==> src/rtl/systolic_tile_controller.sv <==
// Sequences a systolic tile job: operand load, fill, result writeback.
// Handles stall back-pressure, abort, and rejection of bad configurations.
module systolic_tile_controller #(
  parameter int ARRAY_SIZE  = 8,
  parameter int K_DEPTH_MAX = 8,
  parameter int IDX_W       = 6,
  parameter int SET_W       = 2,
  parameter int ADDR_W      = 7,
  parameter int CYC_W       = 9
) (
  input  logic              clk,
  input  logic              srstn,
  input  logic              tpu_start,
  input  logic [IDX_W:0]    cfg_k_depth,
  input  logic [SET_W:0]    cfg_num_sets,
  input  logic              stall,
  input  logic              abort,
  output logic              alu_start,
  output logic              sram_write_enable,
  output logic [ADDR_W-1:0] addr_serial_num,
  output logic [CYC_W-1:0]  cycle_num,
  output logic [IDX_W-1:0]  matrix_index,
  output logic [SET_W-1:0]  data_set,
  output logic              busy,
  output logic              tpu_done,
  output logic              aborted,
  output logic              cfg_err
);

  typedef enum logic [1:0] {
    S_IDLE,
    S_LOAD,
    S_WAIT,
    S_ROLL
  } state_t;

  localparam logic [IDX_W:0]    KMAX  = (IDX_W+1)'(K_DEPTH_MAX);
  localparam logic [IDX_W:0]    K_ONE = (IDX_W+1)'(1);
  localparam logic [SET_W:0]    NMAX  = (SET_W+1)'(1 << SET_W);
  localparam logic [SET_W:0]    N_ONE = (SET_W+1)'(1);
  localparam logic [CYC_W-1:0]  FILL  = CYC_W'(ARRAY_SIZE + 1);
  localparam logic [CYC_W-1:0]  C_ONE = CYC_W'(1);
  localparam logic [IDX_W-1:0]  I_ONE = IDX_W'(1);
  localparam logic [SET_W-1:0]  S_ONE = SET_W'(1);
  localparam logic [ADDR_W-1:0] A_ONE = ADDR_W'(1);
  localparam logic [ADDR_W-1:0] A_TWO = ADDR_W'(2);

  state_t              state_q;
  logic [ADDR_W-1:0]   addr_q;
  logic [CYC_W-1:0]    cyc_q;
  logic [IDX_W-1:0]    midx_q;
  logic [SET_W-1:0]    set_q;
  logic [IDX_W:0]      k_q;
  logic [SET_W:0]      n_q;
  logic                done_q;
  logic                abrt_q;
  logic                err_q;

  logic run;
  logic wr;
  logic k_last;
  logic n_last;
  logic cfg_ok;

  // Strobes are forced low while reset is held, even before the first edge.
  assign run    = srstn & (state_q == S_ROLL) & ~stall;
  assign wr     = run & (cyc_q >= FILL);
  assign k_last = ({1'b0, midx_q} == (k_q - K_ONE));
  assign n_last = ({1'b0, set_q} == (n_q - N_ONE));
  assign cfg_ok = (cfg_k_depth != '0) && (cfg_k_depth <= KMAX) &&
                  (cfg_num_sets != '0) && (cfg_num_sets <= NMAX);

  always_ff @(posedge clk) begin
    if (!srstn) begin
      state_q <= S_IDLE;
      addr_q  <= '0;
      cyc_q   <= '0;
      midx_q  <= '0;
      set_q   <= '0;
      k_q     <= '0;
      n_q     <= '0;
      done_q  <= 1'b0;
      abrt_q  <= 1'b0;
      err_q   <= 1'b0;
    end else begin
      done_q <= 1'b0;
      abrt_q <= 1'b0;
      err_q  <= 1'b0;
      if (abort && state_q != S_IDLE) begin
        state_q <= S_IDLE;
        cyc_q   <= '0;
        midx_q  <= '0;
        set_q   <= '0;
        abrt_q  <= 1'b1;
      end else begin
        unique case (state_q)
          S_IDLE: begin
            if (tpu_start) begin
              if (cfg_ok) begin
                k_q     <= cfg_k_depth;
                n_q     <= cfg_num_sets;
                addr_q  <= '0;
                state_q <= S_LOAD;
              end else begin
                err_q <= 1'b1;
              end
            end
          end
          S_LOAD: begin
            addr_q  <= A_ONE;
            state_q <= S_WAIT;
          end
          S_WAIT: begin
            addr_q  <= A_TWO;
            cyc_q   <= '0;
            midx_q  <= '0;
            set_q   <= '0;
            state_q <= S_ROLL;
          end
          S_ROLL: begin
            if (!stall) begin
              if (cyc_q != '1) cyc_q <= cyc_q + C_ONE;
              if (addr_q != '1) addr_q <= addr_q + A_ONE;
              if (wr) begin
                if (k_last) begin
                  midx_q <= '0;
                  if (n_last) begin
                    state_q <= S_IDLE;
                    done_q  <= 1'b1;
                    set_q   <= '0;
                    cyc_q   <= '0;
                  end else begin
                    set_q <= set_q + S_ONE;
                  end
                end else begin
                  midx_q <= midx_q + I_ONE;
                end
              end
            end
          end
          default: state_q <= S_IDLE;
        endcase
      end
    end
  end

  assign alu_start         = run;
  assign sram_write_enable = wr;
  assign addr_serial_num   = addr_q;
  assign cycle_num         = cyc_q;
  assign matrix_index      = midx_q;
  assign data_set          = set_q;
  assign busy              = srstn & (state_q != S_IDLE);
  assign tpu_done          = done_q;
  assign aborted           = abrt_q;
  assign cfg_err           = err_q;

endmodule

==> config.mk <==
export PLATFORM = sky130hd
export DESIGN_NAME = systolic_tile_controller
export DESIGN_NICKNAME = d
export VERILOG_FILES = /design/src/rtl/systolic_tile_controller.sv
export SDC_FILE = /design/constraint.sdc
export NUM_CORES = 1
export LEC_CHECK = 0
export BUFFER_PORTS_ARGS = -buffer_cell sky130_fd_sc_hd__buf_2
export CAP_MARGIN = 30
export CORE_ASPECT_RATIO = 2
export CORE_MARGIN = 1
export CORE_UTILIZATION = 54
export DETAILED_ROUTE_END_ITERATION = 8
export PLACE_DENSITY = 0.81
export SLEW_MARGIN = 5
export SYNTH_ARGS = -nofsm -noshare
export SYNTH_HDL_FRONTEND = slang
export SYNTH_SLANG_ARGS = --single-unit
==> constraint.sdc <==
create_clock -name clk -period 3.2 [get_ports clk]
set_clock_uncertainty 0.15 [all_clocks]
set_input_delay 0 -clock clk [delete_from_list [all_inputs] [get_ports clk]]
set_output_delay 0 -clock clk [all_outputs]
set_load 0.01 [all_outputs]
# --- Word level (Yosys, flattened, before mapping) ---
# Index checks and enable logic that the tools add are counted.
totals:
  ff_bits: 39
  inputBits: 15
op_classes:
  addsub: 6
  n_lt_le_gt_ge: 3
  n_eq_ne: 14
  mux: 30
  bitwise_logic: 12
  reduce_logical: 18
op_table:
  columns: ["op", "n"]
  rows:
  - ["9-bit 2-to-1 mux", 5]
  - ["7-bit 2-to-1 mux", 4]
  - ["7-bit one-hot mux with 4 select lines", 1]
  - ["2-bit 2-to-1 mux", 10]
  - ["6-bit 2-to-1 mux", 3]
  - ["9-bit one-hot mux with 2 select lines", 1]
  - ["2-bit inequality test (second input constant)", 6]
  - ["6-bit one-hot mux with 2 select lines", 1]
  - ["9-bit by 1-bit adder with 9-bit output (second input constant)", 1]
  - ["9-bit by 4-bit >= comparator with 1-bit output (second input constant)", 1]
  - ["9-bit inequality test (second input constant)", 1]
  - ["1-bit NOT", 8]
  - ["2-bit one-hot mux with 4 select lines", 1]
  - ["4-bit AND reduction", 2]
  - ["7-bit by 1-bit adder with 7-bit output (second input constant)", 1]
  - ["6-bit by 7-bit == test with 1-bit output", 1]
  - ["7-bit by 4-bit <= comparator with 1-bit output (second input constant)", 1]
  - ["7-bit inequality test (second input constant)", 1]
  - ["7-bit nonzero test", 1]
  - ["7-bit by 1-bit subtractor with 7-bit output (second input constant)", 1]
  - ["6-bit by 1-bit adder with 6-bit output (second input constant)", 1]
  - ["6-bit AND reduction", 1]
  - ["6-bit OR reduction", 1]
  - ["5-bit AND reduction", 1]
  - ["other kinds (18)", 28]

# --- Depth between registers and ports, before layout ---
# Gate-level depths: netlist of run 1.
logic_depth:
  ltp_word: 7
  ltp_mapped: 9

# --- Worst setup path before layout of run 1 ---
# Ideal clock, no wire load.
synth_timing:
  path_type: "register to register"
  from: "register k_q[0]"
  to: "register set_q[0], in the netlist data_set[0]"
  setup_ns: 0.070
  arrival_ns: 2.047
  required_time_ns: 2.980
  path_slack_ns: 0.933
  path_stages_with_launch: 9
  n_path_buf: 0
  period_less_slack_ns: 2.267
  cell_sequence: "dfxtp_1 inv_1 ha_1 nor4b_1 mux2i_1 o2111a_2 nand2_1 or4_1 a21oi_1"
synth_between:
  elab_chain_cells: 4
synth_rtl:
  columns: ["item", "line_no", "rtl"]
  rows:
  - ["start, declared", "53", "logic [IDX_W:0] k_q;"]
  - ["start signal, assigned", "100", "k_q <= cfg_k_depth;"]
  - ["7-bit by 1-bit subtractor with 7-bit output", "68", "assign k_last = ({1'b0, midx_q} == (k_q - K_ONE));"]
  - ["6-bit by 7-bit == test with 1-bit output", "68", null]
  - ["2-bit inequality test (no line)", null, null]
  - ["4-bit AND reduction (no line)", null, null]
  - ["end signal, assigned", "133", "set_q <= set_q + S_ONE;"]
  - ["end, declared", "52", "logic [SET_W-1:0] set_q;"]
# No other way between the ends.
# A chain may end at the register's enable or synchronous reset.

# --- Worst setup path in the final report of run 1 ---
layout_timing:
  from: "input cfg_k_depth[0]"
  to: "register n_q[1]"
layout_between:
  elab_chain_cells: 5
  elab_cells_between_ends: 6
  cone_classes: "order compare: 1; reduce/logical: 5"
layout_rtl:
  columns: ["item", "line_no", "rtl"]
  rows:
  - ["start, declared", "14", "input logic [IDX_W:0] cfg_k_depth,"]
  - ["7-bit by 4-bit <= comparator with 1-bit output / 7-bit nonzero test (equally long branches)", "70", "assign cfg_ok = (cfg_k_depth != '0) && (cfg_k_depth <= KMAX) &&"]
  - ["1-bit logical AND (*) (2 in a row)", "70", null]
  - ["1-bit logical AND (*)", "71", "(cfg_num_sets != '0) && (cfg_num_sets <= NMAX);"]
  - ["4-bit AND reduction (no line) (*)", null, null]
  - ["end signal, assigned", "101", "n_q <= cfg_num_sets;"]
  - ["end, declared", "54", "logic [SET_W:0] n_q;"]
# Mark *: on every way between the ends. The rest lies on a longest branch, timed or not.

==> results of run 1 <==
==> worst min path at each step <==
stage | startpoint | end | slack [ns]
floorplan | srstn | addr_serial_num[4] | -0.03
global placement | abort | aborted | 0.07
detailed placement | abort | aborted | 0.07
CTS | stall | cycle_num[4] | 0.06
global route | stall | cycle_num[7] | 0.09
finish | stall | cycle_num[4] | 0.08
==> per-layer routing <==
metal  global-route usage, %  up-vias  routed length, um
met4                    14.3        0                158
met3                    6.76       13                191
li1                        -     1034                  -
met2                    46.9       66               2950
met1                    27.7      996               2090
met5                       0        -                  0
==> power by group through the flow <==
stage | combinational [mW] | clock [mW] | sequential, mW
after global placement | 0.221 | 0 | 0.523
after detailed placement | 0.225 | 0 | 0.524
after CTS | 0.244 | 0.434 | 0.513
final | 0.244 | 0.429 | 0.513
after floorplan | 0.161 | 0 | 0.525
after global routing | 0.267 | 0.456 | 0.516
==> synth_stat cells, drive strengths merged (2+ instances only) <==
library cell / n
nand2b: 3
inv: 11
or3: 2
a211oi: 2
o21ai: 9
xnor2: 11
ha: 9
a311oi: 2
nand2: 26
nand3: 13
nor2b: 2
a21boi: 2
a31oi: 5
buf: 3
nor2: 37
or4: 3
nor3: 7
o211ai: 2
o31ai: 4
dfxtp: 39
and3: 10
mux2i: 7
nand4: 5
a21oi: 14
mux2: 3
xor2: 8
==> per-stage QoR <==
step | utilization, % | hold slack, ns | cells
floorplan | - | -0.0322 | 256
global placement | 62.9 | 0.0674 | 347
detailed placement | 62.9 | 0.0732 | 347
CTS | 69.3 | 0.0612 | 368
global route | 69.3 | 0.0947 | 368
finish | 69.3 | 0.0831 | 368
==> sequential cells by signal, indices dropped and copies added, names as in the netlist <==
name             cells
cfg_err              1
k_q                  7
aborted              1
data_set             2
addr_serial_num      7
matrix_index         6
cycle_num            9
state_q              2
tpu_done             1
n_q                  3
==> cell type report <==
| type | instances | area (um^2) | share of cell area, % |
|---|---|---|---|
| multi-input combinational | 202 | 1310 | 49.2 |
| sequential | 39 | 781 | 29.3 |
| timing repair buffer | 57 | 350 | 13.2 |
| clock buffer | 6 | 82.6 | 3.10 |
| tap | 51 | 63.8 | 2.40 |
| inverter | 11 | 41.3 | 1.55 |
| clock inverter | 2 | 35.0 | 1.32 |
==> cells in the final DEF, fill, tap and decap left out, drive strengths merged, types with 2 or more instances in the layout <==
cell / n
or3: 2
a211oi: 2
a21boi: 2
mux2i: 7
clkbuf: 6
nor3: 7
mux2: 3
ha: 9
a311oi: 2
inv: 11
nor2: 37
a21oi: 14
nand4: 5
nand3: 13
dfxtp: 39
xor2: 8
buf: 44
o21ai: 9
nand2b: 3
or4: 3
a31oi: 5
nand2: 26
xnor2: 11
dlygate4sd3: 13
and3: 10
nor2b: 2
o31ai: 4
o211ai: 2
==> logic make-up (layout without fill, tap and decap cells) <==
| kind of cell | after synthesis | after routing | synth area share [%] |
|---|---|---|---|
| compound gates | 50 | 50 | 17.5 |
| xor+xnor | 19 | 19 | 7.74 |
| fa+ha+maj | 9 | 9 | 5.24 |
| buf+inv | 15 | 76 | 2.79 |
| flops | 39 | 39 | 36.3 |
| mux | 10 | 10 | 4.83 |
| simple gates | 114 | 114 | 25.7 |
==> worst max-delay path, delay by kind of cell <==
| family | cells | cell delay [ns] |
|---|---|---|
| buffers and inverters | 3 | 1.22 |
| AND/OR/NAND/NOR | 4 | 1.05 |
| XOR/XNOR | 1 | 0.27 |
| AO/OA/AOI/OAI | 1 | 0.13 |
==> timing repair <==
item                       CTS  global route
setup endpoints to repair    0             0
hold endpoints to repair    17             0
hold buffers                13             0
==> results_tabular.tex, run 1 <==
\begin{tabular}{lr}
\hline
Metric & Value \\
\hline
\multicolumn{2}{l}{\textbf{Floorplan}} \\
\quad Area of the core & 0.00384 mm\^{}2 \\
\quad I/O pins & 45 \\
\quad Effective utilization at floorplan & 56.0\% \\
\quad Row cnt & 32 \\
\quad Die width & approximately 47 um \\
\quad Total die area & $\sim$0.0043 mm\^{}2 \\
\quad Chip height & 91.3 um \\
\multicolumn{2}{l}{\textbf{CTS}} \\
\quad Clock tree from TritonCTS & yes \\
\quad Maximum root-to-sink buffer count & 2 \\
\quad \# resized after CTS & 0 \\
\quad Clock root buffer & clkbuf\_8 \\
\quad Clock H-tree levels & 2 \\
\quad Total CTS buffers & 5 \\
\quad Insertion delay of the later-clocked pin in the worst-skew pair & 0.29 ns \\
\quad Clock transition at the registers of the reported paths & 0.08 ns \\
\quad Sinks on the clock net & 39 \\
\quad Buffers inserted by post-CTS timing repair & 0 \\
\multicolumn{2}{l}{\textbf{Power and ir drop}} \\
\quad PnR Total Power & 1.19 mW \\
\quad Switching share of power & 28.4\% \\
\quad Internal power & between 0.8 and 0.9 mW \\
\quad Sw Pwr & roughly 0.34 mW \\
\quad Proportion of power drawn by flip-flops and latches & about 43\% \\
\quad Portion of total power attributed to the clock network & 36.2\% \\
\quad Maximum VDD drop & between 0.0004 and 0.0005 V \\
\quad Pwr Density & 445 mW/mm\^{}2 \\
\quad Total leakage power & 1.14 nW \\
\quad Combinational power share & between 20\% and 30\% \\
\multicolumn{2}{l}{\textbf{Cells and area}} \\
\quad Area Growth Syn to Fin & 23.9\% \\
\quad Final design instance area without fill & 0.00266 mm\^{}2 \\
\quad Fraction of layout instances using a drive strength above 1 & 21.5\% \\
\quad Net total in the final layout & 340 \\
\quad Ant. Diodes & 0 \\
\quad Fill cells & 336 \\
\multicolumn{2}{l}{\textbf{Placed design}} \\
\quad Input/output buffers & 44 \\
\quad Final HPWL from detailed placement & 3.77 mm \\
\quad GP Congestion & 0.770 \\
\quad Placed instance area & 0.00242 mm\^{}2 \\
\quad Setup Slack @ Placement & approximately 0.74 ns \\
\multicolumn{2}{l}{\textbf{GRT}} \\
\quad Wire length of the first global-routing pass & slightly below 9 mm \\
\quad Via count of the first global-routing pass & 2027 \\
\quad Largest net degree at the start of global routing & 16 \\
\quad GRT Overall Usage & 27.2\% \\
\quad Global route overflow & 0 \\
\quad Antenna violations before repair & 0 \\
\multicolumn{2}{l}{\textbf{Critical path}} \\
\quad Worst setup path end & n\_q[1] \\
\quad Critical path endpoint category & flip-flop \\
\quad CP required & around 3.3 ns \\
\quad List of cells traversed by the critical path & dlygate4sd3\_1 > buf\_2 > nor3\_1 > xnor2\_1 > and3\_1 > and3\_1 > nand2\_1 > a21oi\_1 > dlygate4sd3\_1 \\
\quad Critical register-to-register path endpoint & addr\_serial\_num[4] \\
\quad Worst setup SP type & input pin \\
\quad Worst flop-to-flop path startpoint & state\_q[1] \\
\quad Maximum net fanout on the critical path & 7 \\
\quad Master of the slowest instance on the critical path & dlygate4sd3\_1 \\
\quad Critical path startpoint & cfg\_k\_depth[0] \\
\quad FF-to-FF setup slack & between 0.6 and 0.7 ns \\
\quad Data arrival time at the worst-slack endpoint & $\sim$2.7 ns \\
\quad Worst Reg-to-Reg Cells & 7 \\
\quad Worst Setup Path Type & in2reg \\
\quad Largest stage delay on the critical path & 0.56 ns \\
\multicolumn{2}{l}{\textbf{Routing}} \\
\quad \# DRC & 0 \\
\quad Antenna Violating Nets Remaining & 0 \\
\quad Wire per inst & around 15 um \\
\quad Starting DRC count in detailed routing & 63 \\
\quad Per-cell via count in the routed design & 5.73 \\
\quad Vias post-DR & 2109 \\
\quad Final WL & approximately 5.4 mm \\
\quad Iteration count of the initial detailed-routing pass & 4 \\
\multicolumn{2}{l}{\textbf{Timing}} \\
\quad Sum of negative setup slack & 0 ns \\
\quad Max Transition Viols Final & 0 \\
\quad Number of failing hold endpoints at the final stage & 0 \\
\quad Worst Slack Setup Final & 0.626 ns \\
\quad RSZ-0062 raised after global routing & false \\
\quad Setup violations, final & 0 \\
\quad Time the final worst path needs with I/O delays and setup & 2.57 ns \\
\quad Part of the cycle the worst path needs & about four fifths \\
\quad Maximum operating frequency & 388 MHz \\
\quad Relative slew slack & 48.7\% \\
\quad Slew at the pin with the worst max-slew slack & 0.765 ns \\
\multicolumn{2}{l}{\textbf{Synthesis}} \\
\quad Total of flip-flops plus latches after synthesis & 39 \\
\quad Register area share after synthesis & 36.3\% \\
\quad Area of the mapped netlist & 0.00215 mm\^{}2 \\
\quad Total nets after synthesis & 280 \\
\quad Top flip-flop cell by instance count after synthesis & dfxtp\_1 \\
\quad Async S/R FF share, synth & 0\% \\
\quad Synth Area per Inst & 8.40 um\^{}2 \\
\quad Number of standard cells after synthesis & 256 \\
\quad Netlist cell types & 52 \\
\quad Number of synthesized flops with an enable pin & 0 \\
\quad Most area-consuming cells after synthesis & dfxtp\_1 36\%, nor2\_1 6.3\%, ha\_1 5.2\% \\
\quad Share of Yosys cell area claimed by the top area cell type & 36.3\% \\
\quad Synthesis warning total & 0 \\
\quad Library cell with the largest summed area after synthesis & dfxtp\_1 \\
\multicolumn{2}{l}{\textbf{Worst hold path}} \\
\quad Min-Delay Path Depth & 3 \\
\quad Hold WC Path Type & in2reg \\
\multicolumn{2}{l}{\textbf{Run status}} \\
\quad Outcome & finished, final reports clean \\
\multicolumn{2}{l}{\textbf{Flow run}} \\
\quad Maximum capacitance violations & 0 \\
\hline
\end{tabular}
Note: power is estimated with default switching activity, not from simulation.
==> inputs of run 2 (changes only) <==
Settings changed: CORE_UTILIZATION 54 to 49, PLACE_DENSITY 0.81 to 0.78.
Clock period 3.2 ns to 2.3 ns, I/O delays scaled along.
==> results_tabular.tex, run 2 (synthesized netlist as in run 1, its figures left out) <==
\begin{tabular}{lr}
\hline
Metric & Value \\
\hline
\multicolumn{2}{l}{\textbf{CTS}} \\
\quad Maximum root-to-sink buffer count & 2 (unchanged) \\
\quad Clock transition at the registers of the reported paths & 0.07 ns (was 0.08 ns) \\
\quad Clock root buffer & clkbuf\_8 (unchanged) \\
\quad Clock tree from TritonCTS & yes (unchanged) \\
\quad Clock H-tree levels & 2 (unchanged) \\
\quad Sinks on the clock net & 39 (unchanged) \\
\quad Total CTS buffers & 5 (unchanged) \\
\quad Insertion delay of the later-clocked pin in the worst-skew pair & 0.29 ns (about the same) \\
\multicolumn{2}{l}{\textbf{Timing}} \\
\quad Max Transition Viols Final & 0 (unchanged) \\
\quad Slew at the pin with the worst max-slew slack & 0.420 ns (was 0.765 ns) \\
\quad Relative slew slack & 71.9\% (was 48.7\%) \\
\quad Time the final worst path needs with I/O delays and setup & 2.20 ns \\
\quad Maximum operating frequency & 455 MHz \\
\quad Part of the cycle the worst path needs & a little over nine tenths \\
\quad Setup violations, final & 0 (unchanged) \\
\quad Number of failing hold endpoints at the final stage & 0 (unchanged) \\
\multicolumn{2}{l}{\textbf{Critical path}} \\
\quad Buffers and inverters on the worst path & 2 (was 3) \\
\quad CP required & 2.38 ns (was 3.29 ns) \\
\quad Data arrival time at the worst-slack endpoint & 2.28 ns (was 2.67 ns) \\
\quad Worst Reg-to-Reg Cells & 7 (unchanged) \\
\quad Worst flop-to-flop path startpoint & cycle\_num[8] (was state\_q[1]) \\
\quad Critical register-to-register path endpoint & matrix\_index[1] (was addr\_serial\_num[4]) \\
\quad Largest stage delay on the critical path & 0.54 ns (was 0.56 ns) \\
\quad Critical path endpoint category & flip-flop (unchanged) \\
\quad Master of the slowest instance on the critical path & dlygate4sd3\_1 (unchanged) \\
\quad Critical path startpoint & cfg\_k\_depth[0] (unchanged) \\
\quad Worst setup SP type & input pin (unchanged) \\
\quad List of cells traversed by the critical path & dlygate4sd3\_1 > buf\_2 > nor3\_2 > xnor2\_2 > a31oi\_4 > a311o\_4 > or4\_1 > a21oi\_1 (was dlygate4sd3\_1 > buf\_2 > nor3\_1 > xnor2\_1 > and3\_1 > and3\_1 > nand2\_1 > a21oi\_1 > dlygate4sd3\_1) \\
\quad Maximum net fanout on the critical path & 7 (unchanged) \\
\quad Worst Setup Path Type & in2reg (unchanged) \\
\quad Family of cells with the greatest summed delay on the critical path & simple AND/OR/NAND/NOR gates (was buffers and inverters) \\
\quad FF-to-FF setup slack & 0.12 ns (was 0.67 ns) \\
\multicolumn{2}{l}{\textbf{Routing}} \\
\quad Wire per inst & 14.4 um (was 14.6 um) \\
\quad \# DRC & 0 (unchanged) \\
\quad Final WL & 5.55 mm (was 5.39 mm) \\
\quad Per-cell via count in the routed design & 5.52 (was 5.73) \\
\quad Antenna Violating Nets Remaining & 0 (unchanged) \\
\quad Starting DRC count in detailed routing & 41 (was 63) \\
\quad Vias post-DR & 2132 (was 2109) \\
\quad Iteration count of the initial detailed-routing pass & 4 (unchanged) \\
\multicolumn{2}{l}{\textbf{GRT}} \\
\quad Global route overflow & 0 (unchanged) \\
\quad Via count of the first global-routing pass & 2088 (was 2027) \\
\quad Wire length of the first global-routing pass & 9.12 mm (was 8.69 mm) \\
\quad Antenna violations before repair & 0 (unchanged) \\
\quad GRT Overall Usage & 25.2\% (was 27.2\%) \\
\quad Largest net degree at the start of global routing & 15 (was 16) \\
\multicolumn{2}{l}{\textbf{Floorplan}} \\
\quad I/O pins & 45 (unchanged) \\
\quad Row cnt & 33 (was 32) \\
\quad Total die area & 0.00467 mm\^{}2 (was 0.00425 mm\^{}2) \\
\quad Effective utilization at floorplan & 51.6\% (was 56.0\%) \\
\quad Area of the core & 0.00417 mm\^{}2 (was 0.00384 mm\^{}2) \\
\quad Die width & 48.8 um (was 46.6 um) \\
\quad Chip height & 95.7 um (was 91.3 um) \\
\multicolumn{2}{l}{\textbf{Cells and area}} \\
\quad Area Growth Syn to Fin & 32.3\% (was 23.9\%) \\
\quad Fraction of layout instances using a drive strength above 1 & 29.9\% (was 21.5\%) \\
\quad Utilization after layout & 68.3\% (was 69.3\%) \\
\quad Flip-flop count of the largest register after layout & 9 (unchanged) \\
\quad Most common library cell in the layout ignoring fill and taps & buf\_2 (unchanged) \\
\quad Top library cells by usage in the layout, fill and taps aside & 44 x buf\_2, 36 x nor2\_1, 36 x dfxtp\_1 (was 44 x buf\_2, 39 x dfxtp\_1, 36 x nor2\_1) \\
\quad Net total in the final layout & 357 (was 340) \\
\quad Ant. Diodes & 0 (unchanged) \\
\multicolumn{2}{l}{\textbf{Power and ir drop}} \\
\quad PnR Total Power & 1.64 mW (was 1.19 mW) \\
\quad Maximum VDD drop & 0.000408 V (was 0.000413 V) \\
\quad Pwr Density & 576 mW/mm\^{}2 (was 445 mW/mm\^{}2) \\
\quad Total leakage power & 1.23 nW (was 1.14 nW) \\
\multicolumn{2}{l}{\textbf{Run status}} \\
\quad Outcome & finished, final reports clean (unchanged) \\
\multicolumn{2}{l}{\textbf{Placed design}} \\
\quad Final HPWL from detailed placement & 4.00 mm (was 3.77 mm) \\
\quad Input/output buffers & 44 (unchanged) \\
\quad GP Congestion & 0.823 (was 0.770) \\
\multicolumn{2}{l}{\textbf{Worst hold path}} \\
\quad Min-delay src & cfg\_k\_depth[5] (was stall) \\
\quad Min-Delay Path Depth & 4 (was 3) \\
\quad Hold WC Path Type & in2reg (unchanged) \\
\quad Destination of the worst hold path & cfg\_err (was cycle\_num[4]) \\
\multicolumn{2}{l}{\textbf{Flow run}} \\
\quad Maximum capacitance violations & 0 (unchanged) \\
\hline
\end{tabular}
run 2: metal layers:
layer	vias to the layer above	global-route usage [%]	wire [um]
met3	9	3.79	171
li1	1066	-	-
met4	0	11.5	134
met5	-	0	0
met2	47	50.9	3050
met1	1010	24.4	2190
run 2: worst max path at each step:
stage | slack (ns) | end | depth (start not counted)
floorplan | 0.03 | data_set[0] | 8
global placement | 0.04 | data_set[0] | 8
detailed placement | 0.03 | data_set[0] | 8
CTS | 0.03 | data_set[0] | 9
global route | -0.005 | data_set[0] | 6
finish | 0.10 | addr_serial_num[5] | 8
run 2: layout make-up:
class | instances | area, um^2
Clock buffer | 8 | 100
Fill cell | 350 | 1320
Sequential cell | 39 | 785
Multi-Input combinational cell | 202 | 1380
Timing Repair Buffer | 74 | 473
Inverter | 11 | 41.3
Tap cell | 52 | 65.1
run 2: per-stage QoR:
| step | hold WS (ns) | setup TNS (ns) | cell area [um^2] | setup slack, ns | std cells |
|---|---|---|---|---|---|
| after CTS | 0.00631 | 0 | 2790 | 0.0298 | 386 |
| after detailed placement | 0.0779 | 0 | 2560 | 0.0324 | 367 |
| after global placement | 0.0679 | 0 | 2560 | 0.0418 | 367 |
| after floorplan | -0.0322 | 0 | 2150 | 0.0330 | 256 |
| final | 0.00535 | 0 | 2850 | 0.102 | 386 |
| after global routing | 0.0223 | -0.00472 | 2850 | -0.00472 | 386 |
run 2: worst register-to-register path, stage by stage (launching register included):
cell	delay, ns
dfxtp_1	0.35
or4_1	0.58
o31ai_4	0.30
inv_1	0.10
nor2_2	0.27
o21ai_2	0.10
buf_4	0.17
a21oi_1	0.10
run 2: power by group:
part,internal (mW),switching [mW],total [mW]
logic,0.182,0.228,0.410
registers,0.698,0.0187,0.717
clock network,0.274,0.239,0.513
total,1.15,0.485,1.64
run 2: repair_timing:
item                                   in CTS  in global routing
cloned                                      0                  0
setup endpoints to repair                   1                 18
pin swaps                                   0                  3
endpoints found under the hold margin      17                  0
buffers inserted                            0                  0
hold buffers                               11                  0
resized for setup                           3                 15
